$ cat src/rtl/uart_rx_fifo_if.sv
`default_nettype none
// ============================================================================
// Module   : uart_rx_fifo_if
// Purpose  : UART-receiver handshake plus host-side FIFO port bundle.
// Revision : 1.0 - initial release
// ============================================================================
interface uart_rx_fifo_if #(
    parameter int AW = 4,
    parameter int DW = 8
);
    logic          r_ready;
    logic [DW-1:0] r_dout;
    logic          r_perr;
    logic          r_ferr;
    logic          r_rdn;
    logic          h_rdn;
    logic [DW-1:0] h_q;
    logic          h_perr;
    logic          h_ferr;
    logic          empty;
    logic          full;
    logic [AW:0]   count;
    logic          overrun;
    logic          clr_ovr;

    modport slave (
        input  r_ready, r_dout, r_perr, r_ferr, h_rdn, clr_ovr,
        output r_rdn, h_q, h_perr, h_ferr, empty, full, count, overrun
    );

    modport master (
        output r_ready, r_dout, r_perr, r_ferr, h_rdn, clr_ovr,
        input  r_rdn, h_q, h_perr, h_ferr, empty, full, count, overrun
    );
endinterface
`default_nettype wire

$ cat src/rtl/uart_rx_fifo.sv
`default_nettype none
// ============================================================================
// Module   : uart_rx_fifo
// Purpose  : Acknowledges UART receive bytes and buffers them with error flags.
// Revision : 1.0 - initial release
// ============================================================================
module uart_rx_fifo #(
    parameter int AW = 4,
    parameter int DW = 8
) (
    input  wire logic       clk16x,
    input  wire logic       clrn,
    uart_rx_fifo_if.slave   bus
);
    localparam int          c_DEPTH_I = 1 << AW;
    localparam logic [AW:0] c_DEPTH   = (AW+1)'(c_DEPTH_I);
    localparam logic [1:0]  c_IDLE    = 2'd0;
    localparam logic [1:0]  c_ACK     = 2'd1;
    localparam logic [1:0]  c_WAIT    = 2'd2;

    logic [1:0]    r_state;
    logic          r_rdn;
    logic [AW-1:0] r_wr_ptr;
    logic [AW-1:0] r_rd_ptr;
    logic [AW:0]   r_count;
    logic          r_ovr;
    logic [DW+1:0] r_mem [c_DEPTH_I];

    logic          w_empty;
    logic          w_full;
    logic          w_push;
    logic          w_pop;
    logic          w_write;
    logic          w_drop;
    logic [DW+1:0] w_head;

    assign w_empty = (r_count == '0);
    assign w_full  = (r_count == c_DEPTH);
    assign w_push  = (r_state == c_IDLE) && bus.r_ready;
    assign w_pop   = !bus.h_rdn && !w_empty;
    // A pop in the same cycle frees the slot, so a push into a full FIFO is still stored.
    assign w_write = w_push && (!w_full || w_pop);
    assign w_drop  = w_push && w_full && !w_pop;

    always_ff @(posedge clk16x or negedge clrn) begin
        if (!clrn) begin
            r_state <= c_IDLE;
            r_rdn   <= 1'b1;
        end else begin
            case (r_state)
                c_IDLE: begin
                    if (bus.r_ready) begin
                        r_rdn   <= 1'b0;
                        r_state <= c_ACK;
                    end
                end
                c_ACK: begin
                    r_rdn   <= 1'b1;
                    r_state <= c_WAIT;
                end
                c_WAIT: begin
                    if (!bus.r_ready) begin
                        r_state <= c_IDLE;
                    end
                end
                default: begin
                    r_rdn   <= 1'b1;
                    r_state <= c_IDLE;
                end
            endcase
        end
    end

    always_ff @(posedge clk16x or negedge clrn) begin
        if (!clrn) begin
            r_wr_ptr <= '0;
            r_rd_ptr <= '0;
            r_count  <= '0;
            r_ovr    <= 1'b0;
        end else begin
            if (w_write) begin
                r_wr_ptr <= r_wr_ptr + 1'b1;
            end
            if (w_pop) begin
                r_rd_ptr <= r_rd_ptr + 1'b1;
            end
            case ({w_write, w_pop})
                2'b10:   r_count <= r_count + 1'b1;
                2'b01:   r_count <= r_count - 1'b1;
                default: r_count <= r_count;
            endcase
            if (w_drop) begin
                r_ovr <= 1'b1;
            end else if (bus.clr_ovr) begin
                r_ovr <= 1'b0;
            end
        end
    end

    // Storage needs no reset; unread entries are masked by the empty flag.
    always_ff @(posedge clk16x) begin
        if (w_write) begin
            r_mem[r_wr_ptr] <= {bus.r_ferr, bus.r_perr, bus.r_dout};
        end
    end

    assign w_head      = r_mem[r_rd_ptr];
    assign bus.h_q     = w_empty ? '0 : w_head[DW-1:0];
    assign bus.h_perr  = w_empty ? 1'b0 : w_head[DW];
    assign bus.h_ferr  = w_empty ? 1'b0 : w_head[DW+1];
    assign bus.r_rdn   = r_rdn;
    assign bus.empty   = w_empty;
    assign bus.full    = w_full;
    assign bus.count   = r_count;
    assign bus.overrun = r_ovr;
endmodule
`default_nettype wire

$ cat src/flat_wrapper.sv
// flat-port wrapper written by rule: the top's interface ports become plain ports
module uart_rx_fifo_flat 
#(
    parameter int AW = 4,
    parameter int DW = 8
)
  (clk16x, clrn, bus_r_ready, bus_r_dout, bus_r_perr, bus_r_ferr, bus_h_rdn, bus_clr_ovr, bus_r_rdn, bus_h_q, bus_h_perr, bus_h_ferr, bus_empty, bus_full, bus_count, bus_overrun);
  uart_rx_fifo_if #(.AW(AW), .DW(DW)) bus_i ();
  input  wire logic clk16x;
  input  wire logic clrn;
  input wire logic [$bits(bus_i.r_ready)-1:0] bus_r_ready;
  input wire logic [$bits(bus_i.r_dout)-1:0] bus_r_dout;
  input wire logic [$bits(bus_i.r_perr)-1:0] bus_r_perr;
  input wire logic [$bits(bus_i.r_ferr)-1:0] bus_r_ferr;
  input wire logic [$bits(bus_i.h_rdn)-1:0] bus_h_rdn;
  input wire logic [$bits(bus_i.clr_ovr)-1:0] bus_clr_ovr;
  output wire logic [$bits(bus_i.r_rdn)-1:0] bus_r_rdn;
  output wire logic [$bits(bus_i.h_q)-1:0] bus_h_q;
  output wire logic [$bits(bus_i.h_perr)-1:0] bus_h_perr;
  output wire logic [$bits(bus_i.h_ferr)-1:0] bus_h_ferr;
  output wire logic [$bits(bus_i.empty)-1:0] bus_empty;
  output wire logic [$bits(bus_i.full)-1:0] bus_full;
  output wire logic [$bits(bus_i.count)-1:0] bus_count;
  output wire logic [$bits(bus_i.overrun)-1:0] bus_overrun;
  assign bus_i.r_ready = bus_r_ready;
  assign bus_i.r_dout = bus_r_dout;
  assign bus_i.r_perr = bus_r_perr;
  assign bus_i.r_ferr = bus_r_ferr;
  assign bus_i.h_rdn = bus_h_rdn;
  assign bus_i.clr_ovr = bus_clr_ovr;
  assign bus_r_rdn = bus_i.r_rdn;
  assign bus_h_q = bus_i.h_q;
  assign bus_h_perr = bus_i.h_perr;
  assign bus_h_ferr = bus_i.h_ferr;
  assign bus_empty = bus_i.empty;
  assign bus_full = bus_i.full;
  assign bus_count = bus_i.count;
  assign bus_overrun = bus_i.overrun;
  uart_rx_fifo #(.AW(AW), .DW(DW)) u_core (.clk16x(clk16x), .clrn(clrn), .bus(bus_i));
endmodule
$ cat config.mk
export PLATFORM = sky130hd
export DESIGN_NAME = uart_rx_fifo_flat
export DESIGN_NICKNAME = d
export VERILOG_FILES = /design/src/rtl/uart_rx_fifo_if.sv /design/src/rtl/uart_rx_fifo.sv /design/src/flat_wrapper.sv
export SDC_FILE = /design/constraint.sdc
export NUM_CORES = 1
export LEC_CHECK = 0
export CAP_MARGIN = 5
export CORE_ASPECT_RATIO = 0.5
export CORE_MARGIN = 2
export CORE_UTILIZATION = 28
export CTS_CLUSTER_SIZE = 25
export DETAILED_ROUTE_END_ITERATION = 7
export PLACE_DENSITY = 0.43
export SETUP_SLACK_MARGIN = 0.5
export SYNTH_ARGS = -nofsm -noshare
export SYNTH_HDL_FRONTEND = slang
export SYNTH_SLANG_ARGS = --single-unit
$ cat constraint.sdc
create_clock -name clk16x -period 5.2 [get_ports clk16x]
set_clock_uncertainty 0.05 [all_clocks]
set_input_delay 0.78 -clock clk16x [delete_from_list [all_inputs] [get_ports clk16x]]
set_output_delay 0.78 -clock clk16x [all_outputs]
set_load 0.02 [all_outputs]
==> summary.md, run 1 <==
| Metric | Value |
|---|---|
| Status | `finished, final reports clean` |
| Clock transition at the registers of the reported paths | `0.07 ns` |
| FF+latch count, synth | `~180` |
| Req. time, crit path | `4.37 ns` |
| Vias | `3,459` |
| Worst-skew pair later-pin latency | `between 0.4 and 0.5 ns` |
| Synthesized Nets | `387` |
| WL/cell | `roughly 21 um` |
| Metal3 WL | `609 um` |
| Mapped Cells | `364` |
| Slew Viols, Final | `0` |
| Comb pwr share | `30.5%` |
| Gpl congestion | `about 0.68` |
| Cts repair resizes | `0` |
| Initial Util | `28.46%` |
| Hold-fix buffers at CTS | `0` |
| Total wire length | `about 16 mm` |
| Clk buf depth | `2` |
| Die H | `117.0 um` |
| Global-route usage over all layers | `12.72%` |
| Die width | `approximately 230 um` |
| Mapped Avg Cell Area | `between 15 and 20 um2` |
| Top sig layer | `met4` |
| Rows | `41` |
| Synth async-reset ratio | `between 9 and 10%` |
| Post-CTS Setup Inserts | `0` |
| Largest net degree at the start of global routing | `31` |
| Vias in the first global route | `between 3,000 and 4,000` |
| CTS root buffer | `clkbuf_16` |
| Synth cell types | `40` |
| Synth Cell Area | `0.007153 mm2` |
| CP startpoint kind | `flip-flop` |
| Final period demand of the worst path | `4.162 ns` |
| Via density | `4.545` |
| H-tree Lvls | `4` |
| First-pass GRT wire length | `24.05 mm` |
| Nets | `~430` |
| Buf+Inv Stages, Crit Path | `2` |
| Total area of sequential cells | `0.005234 mm2` |
| Synth warn | `0` |
| Area growth syn-to-layout | `18.38%` |
| Total gr overflow | `0` |
| Slew @ Worst Pin | `1.003 ns` |
| Total Power | `0.004618 W` |
| # IOs | `34` |
| Slew HR | `33.10%` |
| Pre-Repair DR Iteration Count | `4` |
| PortBufs | `33` |
| Share of cells above drive strength 1 | `between 20% and 30%` |
| Fin Setup TNS | `0 ns` |
| Area of the multi-input gates | `0.001802 mm2` |
| Met2 wire length | `approximately 7.3 mm` |
| CP top delay family | `flip-flops` |
| Pint | `0.003113 W` |
| WL met1 | `just over 8 mm` |
| Number of flops mapped to enable cells by yosys | `between 150 and 200` |
| RSZ-0062 raised after global routing | `false` |
| Max-cap violations | `0` |
| Sw frac | `32.58%` |
| Crit path max fanout | `30` |
| Final hold violations | `0` |
| Max stage delay cell, worst path | `dfrtp_2` |
| Crit end category | `primary output` |
| Sequential element share of the synthesized area | `between 70% and 80%` |
| Core area | `0.02514 mm2` |
| Critical Path AT | `roughly 3.3 ns` |
| Filler cells | `2,412` |
| P per Cell Area | `545.3 mW/mm2` |
| Final setup violating endpoints | `0` |
| Clock network fraction of design power | `between 20% and 30%` |
| Highest Clock Rate | `around 240 MHz` |
| P_leak | `~2.7 nW` |
| Net Sw Power | `0.001505 W` |
| Critical path, cell by cell | `buf_4 -> mux4_2 -> nor2b_1 -> a211oi_1 -> a211oi_1 -> clkdlybuf4s50_1` |
| Hold WC Path Type | `flip-flop to flip-flop` |
| VDD IR max | `0.0001713 V` |
| Area of the die | `0.02692 mm2` |
| CTS tree | `built` |
| Ant diodes | `0` |
| Most numerous cell on the critical path | `a211oi_1` |
| Antenna violations before repair | `0` |
| # DRC | `0` |
| Iter 0 DRT Violations | `242` |
| Clock sinks | `between 150 and 200` |
| Post-route ant nets | `0` |
| Primary FF master, synth | `edfxtp_1` |
| Seq pwr share | `42.4%` |
| Final HPWL DP | `9.496 mm` |
| Num CTS Buffers | `17` |
| Fin crit share | `80.04%` |
| WS Path Type | `flip-flop to primary output` |
| Worst path max stage delay | `a little under 1 ns` |
-- cell type report --
cell class | instances | area share (%)
Sequential cell | 177 | 61.81
Multi-Input combinational cell | 158 | 21.28
Tap cell | 344 | 5.083
Clock buffer | 17 | 5.024
Timing Repair Buffer | 41 | 4.610
Clock inverter | 15 | 1.788
Inverter | 9 | 0.4137
-- worst min-delay path: cells and delay by family (launching register included) --
kind	cells	cell delay, ns
simple gates	2	0.12
flops	1	0.37
-- cell usage in the layout, fill, tap and decap left out, drive strengths merged, types with 5 or more instances in the layout --
| master | count |
|---|---|
| xor2 | 6 |
| nor3 | 8 |
| mux4 | 42 |
| edfxtp | 160 |
| clkbuf | 17 |
| nor2b | 11 |
| a211oi | 13 |
| xnor2 | 6 |
| and3 | 8 |
| nand2 | 9 |
| nor2 | 6 |
| and2 | 8 |
| ha | 8 |
| inv | 14 |
| buf | 8 |
| dfrtp | 16 |
| clkinv | 7 |
| clkdlybuf4s50 | 33 |
| mux2i | 5 |
-- final timing paths --
check | start | endpoint | slack, ns | cells after the start
hold / removal | u_core.bus.r_rdn$_DFFE_PN1P_ | u_core.bus.r_rdn$_DFFE_PN1P_ | 0.44 | 2
setup reg to reg | u_core.bus.count[1]$_DFFE_PN0P_ | u_core.bus.count[4]$_DFFE_PN0P_ | 2.21 | 10
min in group asynchronous | clrn | u_core.bus.count[3]$_DFFE_PN0P_ | 0.78 | 1
setup / recovery | u_core.r_rd_ptr[1]$_DFFE_PN0P_ | bus_h_q[4] | 1.04 | 6
max in group asynchronous | clrn | u_core.r_rd_ptr[3]$_DFFE_PN0P_ | 3.74 | 1
hold reg to reg | u_core.bus.r_rdn$_DFFE_PN1P_ | u_core.bus.r_rdn$_DFFE_PN1P_ | 0.44 | 2
-- synth_stat cells (all sizes together), types with 2 or more instances --
| master | n | area [um2] |
|---|---|---|
| mux2i | 5 | 50.05 |
| nor2 | 6 | 22.52 |
| and3 | 8 | 55.05 |
| xor2 | 6 | 52.55 |
| inv | 8 | 30.03 |
| ha | 8 | 100.1 |
| nand2 | 9 | 33.78 |
| a21oi | 3 | 15.01 |
| nand3 | 3 | 15.01 |
| mux4 | 42 | 945.9 |
| dfrtp | 16 | 400.4 |
| clkbuf | 7 | 26.28 |
| nand2b | 3 | 18.77 |
| a21o | 2 | 15.01 |
| edfxtp | 160 | 4805 |
| mux2 | 2 | 22.52 |
| a211oi | 13 | 97.59 |
| o21ai | 3 | 15.01 |
| buf | 13 | 80.08 |
| nor2b | 11 | 68.82 |
| xnor2 | 6 | 52.55 |
| and2 | 8 | 50.05 |
| nor3 | 8 | 40.04 |
-- power groups by stage --
| stage | sequential [W] | combinational, W | clock [W] |
|---|---|---|---|
| after floorplan | 0.00182 | 0.00107 | 0 |
| after detailed placement | 0.00199 | 0.00143 | 0 |
| after global placement | 0.00199 | 0.00143 | 0 |
| final | 0.00196 | 0.00141 | 0.00126 |
| after global routing | 0.00199 | 0.00153 | 0.00135 |
| after CTS | 0.00196 | 0.00143 | 0.00128 |
-- through the flow --
stage / util (%) / cell area [um2] / instances / setup WS [ns] / hold WS, ns
after floorplan: - / 7153 / 364 / 2.298 / 0.4075
after global placement: 31.39 / 7891 / 729 / 1.459 / 0.4278
after detailed placement: 31.39 / 7891 / 729 / 1.445 / 0.4322
after CTS: 33.69 / 8468 / 761 / 0.9684 / 0.4442
after global routing: 33.69 / 8468 / 761 / 0.8083 / 0.4677
final: 33.69 / 8468 / 761 / 1.038 / 0.4399
-- per-layer routing --
layer	GRT usage [%]	vias to the layer above
li1	-	1542
met1	17.71	1851
met2	19.66	53
met3	3.101	13
met4	4.387	0
met5	0	-
-- flip-flops by register name, summed over array words and instances (netlist names) --
signal / cells
u_core.r_rd_ptr: 4
u_core.bus.r_rdn: 1
u_core.r_mem: 160
u_core.bus.count: 5
u_core.bus.overrun: 1
u_core.r_wr_ptr: 4
u_core.r_state: 2
-- kinds of logic after synthesis --
logic type / Yosys count / share of synthesized area [%]
buffers and inverters: 29 / 1.977
DFF: 177 / 73.13
and+or+nand+nor: 62 / 4.985
AOI/OAI and AO/OA: 27 / 2.799
muxes: 49 / 14.24
xor gates and xnor gates: 12 / 1.469
adders and majority gates: 8 / 1.399
(Power assumes the default switching activity.)
==> run 2: changes to the inputs <==
==> constraint.sdc (replaced) <==
create_clock -name clk16x -period 4.05 [get_ports clk16x]
set_clock_uncertainty 0.05 [all_clocks]
set_input_delay 0.6075 -clock clk16x [delete_from_list [all_inputs] [get_ports clk16x]]
set_output_delay 0.6075 -clock clk16x [all_outputs]
set_load 0.02 [all_outputs]
==> run 2 against run 1 <==
  * Register-to-register slack worse by 1.1 ns
  * Sequential power is 24% higher
  * Clock power is 33% higher
  * Final cell count is 2.6% higher
  * Via count hardly changed
  * Core utilization is 0.80 points higher
  * Final area is 2.4% higher
  * Die area stayed put
  * Critical path type unchanged
  * Largest cell class unchanged
==> summary.md, run 2 (synthesis gave the netlist of run 1 again) <==
| Metric | Value |
|---|---|
| Fin crit share | `between 80 and 90%` |
| Vias | `3,462` |
| Antenna violations before repair | `0` |
| Highest Clock Rate | `between 200 and 300 MHz` |
| Most frequent cells in the layout | `160 x edfxtp_1, 42 x mux4_2, 32 x clkdlybuf4s50_1` |
| H-tree Lvls | `4` |
| Crit end category | `primary output` |
| Die H | `117.0 um` |
| Ant diodes | `0` |
| PortBufs | `33` |
| Worst path max stage delay | `between 0.5 and 0.6 ns` |
| Final HPWL DP | `10.15 mm` |
| WS Path Type | `flip-flop to primary output` |
| WL/cell | `roughly 21 um` |
| Total Power | `0.006081 W` |
| Hold WC Path Type | `flip-flop to flip-flop` |
| Crit Reg-Reg Endpoint | `u_core.bus.count[4]$_DFFE_PN0P_` |
| Gpl congestion | `0.6922` |
| Clk buf depth | `2` |
| Final period demand of the worst path | `roughly 3.4 ns` |
| Nets | `~450` |
| Post-route ant nets | `0` |
| Largest net degree at the start of global routing | `27` |
| Area growth syn-to-layout | `21.18%` |
| Worst-skew pair later-pin latency | `0.43 ns` |
| CP startpoint kind | `flip-flop` |
| RSZ-0062 raised after global routing | `true` |
| CTS tree | `built` |
| Total wire length | `16.35 mm` |
| Largest Register | `u_core.r_mem` |
| Vias in the first global route | `between 3,000 and 4,000` |
| Hold-fix buffers at CTS | `0` |
| Max reg flops | `160` |
| Iter 0 DRT Violations | `251` |
| Req. time, crit path | `3.39 ns` |
| Reg2reg setup slack | `1.09 ns` |
| R2R cell count | `10` |
| # IOs | `34` |
| Critical Path AT | `2.78 ns` |
| Crit path max fanout | `6` |
| P_leak | `2.860 nW` |
| Most numerous cell on the critical path | `mux4_2` |
| P per Cell Area | `701.5 mW/mm2` |
| Rows | `41` |
| Via density | `4.433` |
| Initial Util | `28.46%` |
| Area of the die | `0.02692 mm2` |
| Final setup violating endpoints | `0` |
| Final hold violations | `0` |
| Slew @ Worst Pin | `0.8506 ns` |
| Pre-Repair DR Iteration Count | `4` |
| HP Start | `u_core.bus.overrun$_DFFE_PN0P_` |
| Total gr overflow | `0` |
| Most common cell after layout, fill and taps aside | `edfxtp_1` |
| Num CTS Buffers | `17` |
| Critical Path Sink | `bus_h_q[2]` |
| Max stage delay cell, worst path | `mux4_2` |
| VDD IR max | `0.0002378 V` |
| Global-route usage over all layers | `a little over an eighth` |
| Crit path from | `u_core.r_rd_ptr[2]$_DFFE_PN0P_` |
| Clock transition at the registers of the reported paths | `about 0.07 ns` |
| Clock sinks | `177` |
| Slew Viols, Final | `0` |
| Share of cells above drive strength 1 | `25.86%` |
| Die width | `roughly 230 um` |
| CTS root buffer | `clkbuf_16` |
| Core area | `0.02514 mm2` |
| First-pass GRT wire length | `approximately 24 mm` |
| Fin Setup TNS | `0 ns` |
| Max-cap violations | `0` |
| Reg-to-reg startpoint | `u_core.bus.count[1]$_DFFE_PN0P_` |
| # DRC | `0` |
| Critical path, cell by cell | `mux4_2 -> mux4_2 -> nor2b_1 -> clkdlybuf4s50_1` |
| Slew HR | `43.11%` |
| Status | `finished, final reports clean` |
run 2: how the worst min path moves through the flow:
stage                     slack, ns                               to  depth (start not counted)
after global placement         0.43     u_core.bus.r_rdn$_DFFE_PN1P_                          2
final                          0.45   u_core.bus.overrun$_DFFE_PN0P_                          1
after CTS                      0.45    u_core.r_state[1]$_DFFE_PN0P_                          1
after detailed placement       0.44     u_core.bus.r_rdn$_DFFE_PN1P_                          2
after floorplan                0.26  u_core.bus.count[0]$_DFFE_PN0P_                          0
after global routing           0.47     u_core.bus.r_rdn$_DFFE_PN1P_                          2
run 2: final cells by class:
cell class,instances,area [um2]
fillers,2384,16470
flip-flops and latches,177,5240
multi-input cells,158,1795
repair buffers,61,566.8
clock buffers,22,474.2
well taps,344,430.4
clock inverters,10,126.4
inverters,9,35.03
run 2: stage by stage:
step / hold slack (ns) / instance area [um2] / instances / worst slack, ns / util, %
final: 0.4549 / 8668 / 781 / 0.6166 / 34.48
after global routing: 0.4745 / 8668 / 781 / 0.4976 / 34.48
after CTS: 0.4492 / 8631 / 777 / 0.5605 / 34.34
after detailed placement: 0.4423 / 8010 / 744 / 0.7386 / 31.87
after global placement: 0.4301 / 8010 / 744 / 0.7615 / 31.87
after floorplan: 0.2619 / 7153 / 364 / 1.148 / -
run 2: power breakdown:
| part | internal [W] | switching, W | total [W] |
|---|---|---|---|
| sequential | 0.00219 | 0.000246 | 0.00244 |
| clock | 0.000966 | 0.000699 | 0.00167 |
| combinational | 0.00102 | 0.000953 | 0.00198 |
run 2: critical path: cells and delay by family, from the launching register on:
kind	cells	cell delay (ns)
simple gates	1	0.16
mux	2	1.09
buf+inv	1	0.55
flops	1	0.54
run 2: what timing repair did:
action,4_1_cts,5_1_grt
setup endpoints to repair,10,2
buffers inserted,1,4
gates resized for setup,2,2
run 2: metal layers:
metal  wire length, um  vias up  track usage [%]
met5                 0        -                0
met2              7421       68            20.00
met1              7945     1798            18.43
met3               733       15            2.495
li1                  -     1581                -
met4               250        0            5.247
